`src/rtl/fftshift_stream_ctrl.sv`:
```
// fftshift_stream_ctrl: ping-pong RAM sequencer that replays each buffered frame in fftshift order.
module fftshift_stream_ctrl #(
  parameter int DATA_W = 8,
  parameter int ADDR_W = 8
) (
  input  logic              clk,
  input  logic              rst,
  input  logic [ADDR_W-1:0] cfg_len,
  input  logic              s_valid,
  output logic              s_ready,
  input  logic [DATA_W-1:0] s_data,
  output logic              m_valid,
  output logic [DATA_W-1:0] m_data,
  output logic              m_last,
  output logic              ram_wren,
  output logic [ADDR_W-1:0] ram_wraddress,
  output logic [DATA_W-1:0] ram_data,
  output logic              ram_rden,
  output logic [ADDR_W-1:0] ram_rdaddress,
  input  logic [DATA_W-1:0] ram_q
);
  localparam int IW = ADDR_W - 1;
  localparam logic [ADDR_W-1:0] NMAX = {1'b1, {IW{1'b0}}};
  localparam logic [ADDR_W-1:0] ONE = 1;
  localparam logic [IW-1:0] IONE = 1;
  localparam logic [0:0] IDLE = 1'b0, READ = 1'b1;
  logic [1:0] full, vld_d, last_d;
  logic [ADDR_W-1:0] len0, len1, wr_len, rd_len, rd_cnt, eff_len, cur_len, bank_len;
  logic [IW-1:0] wr_idx, rd_idx, half;
  logic wr_bank, rd_bank, state, hs, wr_last, rd_last;
  assign eff_len = cfg_len == '0 ? ONE : cfg_len > NMAX ? NMAX : cfg_len;
  // the first beat of a frame must already see its own length (N = 1 ends on it)
  assign cur_len = wr_idx == '0 ? eff_len : wr_len;
  assign s_ready = ~full[wr_bank];
  assign hs = s_valid & s_ready;
  assign wr_last = hs && {1'b0, wr_idx} == cur_len - ONE;
  assign bank_len = rd_bank ? len1 : len0;
  assign half = bank_len == ONE ? '0 : bank_len[IW:1] + {{(IW-1){1'b0}}, bank_len[0]};
  assign rd_last = state == READ && rd_cnt == rd_len - ONE;
  assign ram_rden = state == READ;
  assign ram_rdaddress = {rd_bank, rd_idx};
  assign m_valid = vld_d[1];
  assign m_last = last_d[1];
  always_ff @(posedge clk or posedge rst) begin
    if (rst) begin
      full <= '0;
      len0 <= '0;
      len1 <= '0;
      wr_len <= '0;
      wr_idx <= '0;
      wr_bank <= 1'b0;
      rd_len <= '0;
      rd_cnt <= '0;
      rd_idx <= '0;
      rd_bank <= 1'b0;
      state <= IDLE;
      ram_wren <= 1'b0;
      ram_wraddress <= '0;
      ram_data <= '0;
      vld_d <= '0;
      last_d <= '0;
      m_data <= '0;
    end else begin
      ram_wren <= hs;
      if (hs) begin
        ram_wraddress <= {wr_bank, wr_idx};
        ram_data <= s_data;
        wr_len <= cur_len;
        wr_idx <= wr_last ? '0 : wr_idx + IONE;
      end
      if (wr_last) begin
        wr_bank <= ~wr_bank;
        if (wr_bank) len1 <= cur_len;
        else len0 <= cur_len;
      end
      full <= (full | (wr_last ? (2'b01 << wr_bank) : 2'b00)) & ~(rd_last ? (2'b01 << rd_bank) : 2'b00);
      if (state == IDLE) begin
        if (full[rd_bank]) begin
          state <= READ;
          rd_len <= bank_len;
          rd_idx <= half;
          rd_cnt <= '0;
        end
      end else begin
        rd_idx <= {1'b0, rd_idx} == rd_len - ONE ? '0 : rd_idx + IONE;
        rd_cnt <= rd_cnt + ONE;
        if (rd_last) begin
          rd_bank <= ~rd_bank;
          state <= IDLE;
        end
      end
      vld_d <= {vld_d[0], ram_rden};
      last_d <= {last_d[0], rd_last};
      m_data <= ram_q;
    end
  end
endmodule

```
`config.mk`:
```
export PLATFORM = sky130hd
export DESIGN_NAME = fftshift_stream_ctrl
export DESIGN_NICKNAME = d
export VERILOG_FILES = /design/src/rtl/fftshift_stream_ctrl.sv
export SDC_FILE = /design/constraint.sdc
export NUM_CORES = 1
export LEC_CHECK = 0
export ABC_CLOCK_PERIOD_IN_PS = 5000
export BUFFER_PORTS_ARGS = -buffer_cell sky130_fd_sc_hd__buf_4
export CAP_MARGIN = 20
export CORE_MARGIN = 5
export CORE_UTILIZATION = 55
export CTS_BUF_LIST = sky130_fd_sc_hd__clkbuf_8
export CTS_CLUSTER_SIZE = 8
export DETAILED_ROUTE_END_ITERATION = 16
export HOLD_SLACK_MARGIN = 0.15
export PLACE_DENSITY = 0.87
export REMOVE_ABC_BUFFERS = 1
export SLEW_MARGIN = 20
export SYNTH_ARGS = -nofsm -noshare
export SYNTH_HDL_FRONTEND = slang
export SYNTH_SLANG_ARGS = --single-unit
```
`constraint.sdc`:
```
create_clock -name clk -period 5 [get_ports clk]
set_input_delay 0.75 -clock clk [delete_from_list [all_inputs] [get_ports clk]]
set_output_delay 0.75 -clock clk [all_outputs]
set_load 0.05 [all_outputs]
```
* Yosys cells after proc, flatten, opt, wreduce, memory -nomap -nowiden
Cells that the tools add are included.
Operators by class: $add $sub $neg 6, bitwise operators 8, div/mod/pow operators 0, $mul 0, reductions and logical operators 9, multiplexer cells 20, shifts and indexed selects 2, order comparisons 3, equal/unequal tests 4
Operators with widths (number):
- $mux 8 | 6
- $mux 7 | 5
- $eq 7x8->1 | 2
- $sub 8x1->8 const B | 2
- $add 7x1->7 const B | 2
- $add 8x1->8 const B | 1
- $eq 8x1->1 const B | 1
- $eq 8x8->1 | 1
- $gt 8x8->1 const B | 1
- $logic_not 8->1 | 1
- $reduce_and 2->1 | 4
- $add 7x1->7 | 1
- $logic_not 7->1 | 1
- $mux 1 | 7
- $lt 1x2->1 const B | 2
- $mux 2 | 2
- $not 1->1 | 4
- $shl 1x1->2 const A | 2
- $and 2x2->2 | 1
- $logic_and 1x1->1 | 2
- $not 2->2 | 1
- $or 2x2->2 | 1
- $reduce_bool 2->1 | 1
- $and 1x1->1 | 1
Word-level totals: memory bits (read-only) 0, bits in writable memories 0, input port bits 27, word-level logic and storage cells 69, bits in latches 0, register bits 88, output and inout port bits 37, memories kept 0

* Logic depth before layout (Yosys ltp)
word-level depth 10, mapped depth 15

* Worst setup path before layout
OpenSTA, ideal clock, no wires.
kind reg2reg, start register wr_idx[0], end register len0[0], arrival 3.770 ns, required time 4.875 ns, slack 1.105 ns, stages on the path, launching flop included 15, clock period less this slack 3.895 ns, path through dfrtp_1 > inv_1 > ha_1 > or3b_2 > or3_1 > o21ai_0 > inv_1 > ha_1 > o2111ai_1 > o21ai_0 > o21ai_0 > o22ai_1 > mux2_2 > nor4_4 > mux2_2
On the way: word-level cells in the longest chain between the ends 6
Ends and longest elaborated chain:
- start, declared | RTL line 29 | logic [IW-1:0] wr_idx, rd_idx, half;
- start signal, assigned | RTL line 69 | wr_idx <= wr_last ? '0 : wr_idx + IONE;
- $logic_not 7->1 | RTL line 33 | assign cur_len = wr_idx == '0 ? eff_len : wr_len;
- $mux 8 | RTL line 33
- $sub 8x1->8 | RTL line 36 | assign wr_last = hs && {1'b0, wr_idx} == cur_len - ONE;
- $eq 7x8->1 | RTL line 36
- $logic_and 1x1->1 | RTL line 36
- $reduce_and 2->1 (no line)
- end signal, assigned | RTL line 74 | else len0 <= cur_len;
- end, declared | RTL line 28 | logic [ADDR_W-1:0] len0, len1, wr_len, rd_len, rd_cnt, eff_len, cur_len, bank_len;
Parallel ways exist; a longest one is shown, timed or not. A chain may end at the register's enable or synchronous reset.

* Final worst setup path
start register wr_idx[0], end register len0[7]
The elaborated chain is that of the path after synthesis.

==> reports/metrics.yaml <==
status:
  status: "finished clean"
pwr:
  p_sw_mw: 1.13
  leakage_nw: 2.45
  pwr-share-comb: 0.397
  pwr-share-seq: 0.401
  p_total_mw: 2.61
  power.density_mw_per_mm2: 497
  vdd_drop_max_v: 0.000193
  switching_share: 0.433
  cellInternalPower_mw: 1.48
  clkPwrFrac: 0.203
worst_setup_path:
  crit_buf_inv: 2
  crit_chain: "inv_1, ha_1, or3b_2, or3_1, o21ai_0, inv_1, ha_1, o2111ai_1, o21ai_0, o21ai_0, o22ai_1, mux2_2, nor4_4, mux2_2"
  critical_path_class: "register to register"
  slowest_delay_ps: 610
  cp.required_ps: 5250
  startpoint_type: "register"
  cpMostUsedCell: "o21ai_0"
  cp.arrival_ps: 4780
  cp_max_fo: 10
  r2r_slack_ps: 470
  path_delay_family: "simple AND/OR/NAND/NOR gates"
  crit_path_end_kind: "register"
  cp_slowest_cell: "nor4_4"
sta:
  fin_crit_ps: 4530
  fin_skew_ps: 16.2
  finalHoldViolations: 0
  setup_violations: 0
  grt_setup_unrepaired: "false"
  setup-tns-final_ps: 0
  worstMarginPinSlew_ps: 959
  drv_slew: 0
  max_freq_mhz: 221
  relSlewSlack: 0.359
  finalCritPeriodShare: 0.907
detailed_routing:
  viasPerCell: 5.78
  ant_nets: 0
  drt_wl_total_um: 10200
  drt_pass1_iterations: 5
  drtIter0Drc: 266
  route.detailed.drc: 0
  dr_total_vias: 3612
  wl_per_cell_um: 16.2
floorplan:
  die-area_mm2: 0.0101
  rows: 33
  io_pins: 64
  core_area_mm2: 0.00809
  start_util: 0.557
  die_w_um: 101
  fp.dieH_um: 101
final_layout:
  drive_gt1_frac: 0.231
  insertedDiodeCount: 0
  multi_input_area_mm2: 0.00216
  seq_area_mm2: 0.00220
  stdcell_area_mm2: 0.00525
  syn2layout_area_growth_pct: 16.6
  fillers: 636
  layout.nets: 551
clock_tree:
  cts_hold_buffers: 0
  cts_buffers: 9
  cts.path.max_buffers: 2
  htreeDepth: 3
  clk_latency_ps: 370
  numClockSinks: 88
  clockRootBuffer: "clkbuf_8"
  clk_pin_slew_worst_paths_ps: 100
  post_cts_buffers: 0
  cts_tree: "done"
  post_cts_resized: 0
synth:
  netlist.area_leader.share: 0.489
  syn_area_mm2: 0.00451
  synth_fa_ha_area_frac: 0.0250
  synth_cell_type_count: 56
  synth.area.mux_share: 0.0800
  synthXorXnorAreaFrac: 0.0680
  yosysSeqAreaShare: 0.489
  synth_edf_count: 0
  synth_area_leaders: "dfrtp_1 (49%), nand2_1 (7.8%), mux2_2 (6.0%), o21ai_0 (4.7%), xnor2_1 (4.7%)"
  ys.flop_type: "dfrtp_1"
  ys_seq_elements: 88
  synth_warnings: 0
  yosys.area.top_type: "dfrtp_1"
  synth-compound-area-share: 0.114
  async_flop_share: 1.00
  yosysMostFrequentCell: "nand2_1"
  synth-simple-area-share: 0.191
  synth_area_per_cell_um2: 9.82
  synth_top_family_by_area: "simple AND/OR/NAND/NOR gates"
  synth_cells: 459
  ys_top_cells_by_count: "nand2_1 (94), dfrtp_1 (88), o21ai_0 (42), mux2_2 (24), xnor2_1 (24)"
placed_design:
  gp_congestion: 0.910
  port-buffer-count: 63
  dpl_cell_area_mm2: 0.00503
  hpwlAfterDp_um: 7290
global_routing:
  grt_max_degree: 55
  grt_pass1_wl_um: 17500
  antenna_found_initial: 0
  grt_util_all_layers: 0.216
  grt_pass1_vias: 3561
  grt.overflow.total: 0
hold_path:
  hold_class: "register to register"
flow_run:
  cap_violations: 0
sequential cells by signal, indices dropped and copies added, names as in the netlist, 2 cells and up:
signal and cells:
ram_data 8, last_d 2, wr_len 8, ram_wraddress 8
vld_d 2, full 2, rd_len 8, m_data 8
len1 8, wr_idx 7, rd_idx 7, len0 8
rd_cnt 8
layout by cell type, fill, tap and decap left out, types with 3 or more instances in the layout:
master and instances:
nand2_1 94, dfrtp_1 88, buf_4 65, o21ai_0 42, xnor2_1 24, mux2_2 24
nor2_1 18, inv_1 14, xor2_1 11, nand3_1 11, nor3_1 11, clkbuf_8 10
mux2i_1 9, ha_1 9, o31ai_1 6, nor2b_1 5, nor4_1 5, a21oi_1 5
o22ai_1 5, or3_1 4, nand2b_1 4, or2_2 4, a22oi_1 3, nand4b_1 3
o211ai_1 3
stage by stage:
step / std cells / hold WS, ps / utilization / worst slack (ps)
3_3_place_gp: 609 / 332 / 0.622 / 734
5_1_grt: 625 / 347 / 0.649 / 141
6_report: 625 / 343 / 0.649 / 467
3_5_place_dp: 609 / 336 / 0.622 / 547
2_1_floorplan: 439 / 331 / - / 1110
4_1_cts: 625 / 346 / 0.648 / 517
final cells by class:
| class | count | area share |
|---|---|---|
| Inverter | 15 | 0.0110 |
| Multi-Input combinational cell | 336 | 0.411 |
| Clock buffer | 10 | 0.0262 |
| Timing Repair Buffer | 65 | 0.0929 |
| Tap cell | 105 | 0.0250 |
| Sequential cell | 88 | 0.419 |
| Clock inverter | 6 | 0.0143 |
kinds of logic after synthesis:
kind of cell / count (synthesis)
AOI/OAI and AO/OA: 82
xor gates and xnor gates: 35
adders and majority gates: 9
buffers and inverters: 35
DFF: 88
muxes: 33
and+or+nand+nor: 177
power by group through the flow:
stage	logic (mW)	registers (mW)	clock network, mW
final	1.04	1.05	0.529
after global routing	1.13	1.07	0.566
after CTS	1.04	1.04	0.531
after detailed placement	1.03	1.06	0
after global placement	1.01	1.04	0
after floorplan	0.531	1.24	0
final timing paths:
check | from | to | cells after the start
min reg2reg | vld_d[0] | vld_d[1] | 0
min in group asynchronous | rst | ram_data[4] | 2
max in group asynchronous | rst | len1[0] | 3
min | vld_d[0] | vld_d[1] | 0
max | wr_idx[0] | len0[7] | 14
max reg2reg | wr_idx[0] | len0[7] | 14
per-layer routing:
layer	routed length, um	GRT usage
met2	4860	0.348
met1	4510	0.298
met5	0	0
met3	619	0.0401
met4	171	0.0694
worst register-to-register path: stages, from the launching register on:
cell and delay [ps]:
dfrtp_1 440, inv_1 150, ha_1 200, or3b_2 530
or3_1 380, o21ai_0 330, inv_1 150, ha_1 270
o2111ai_1 90, o21ai_0 200, o21ai_0 210, o22ai_1 90
mux2_2 350, nor4_4 610, mux2_2 410
(Power assumes the default switching activity.)
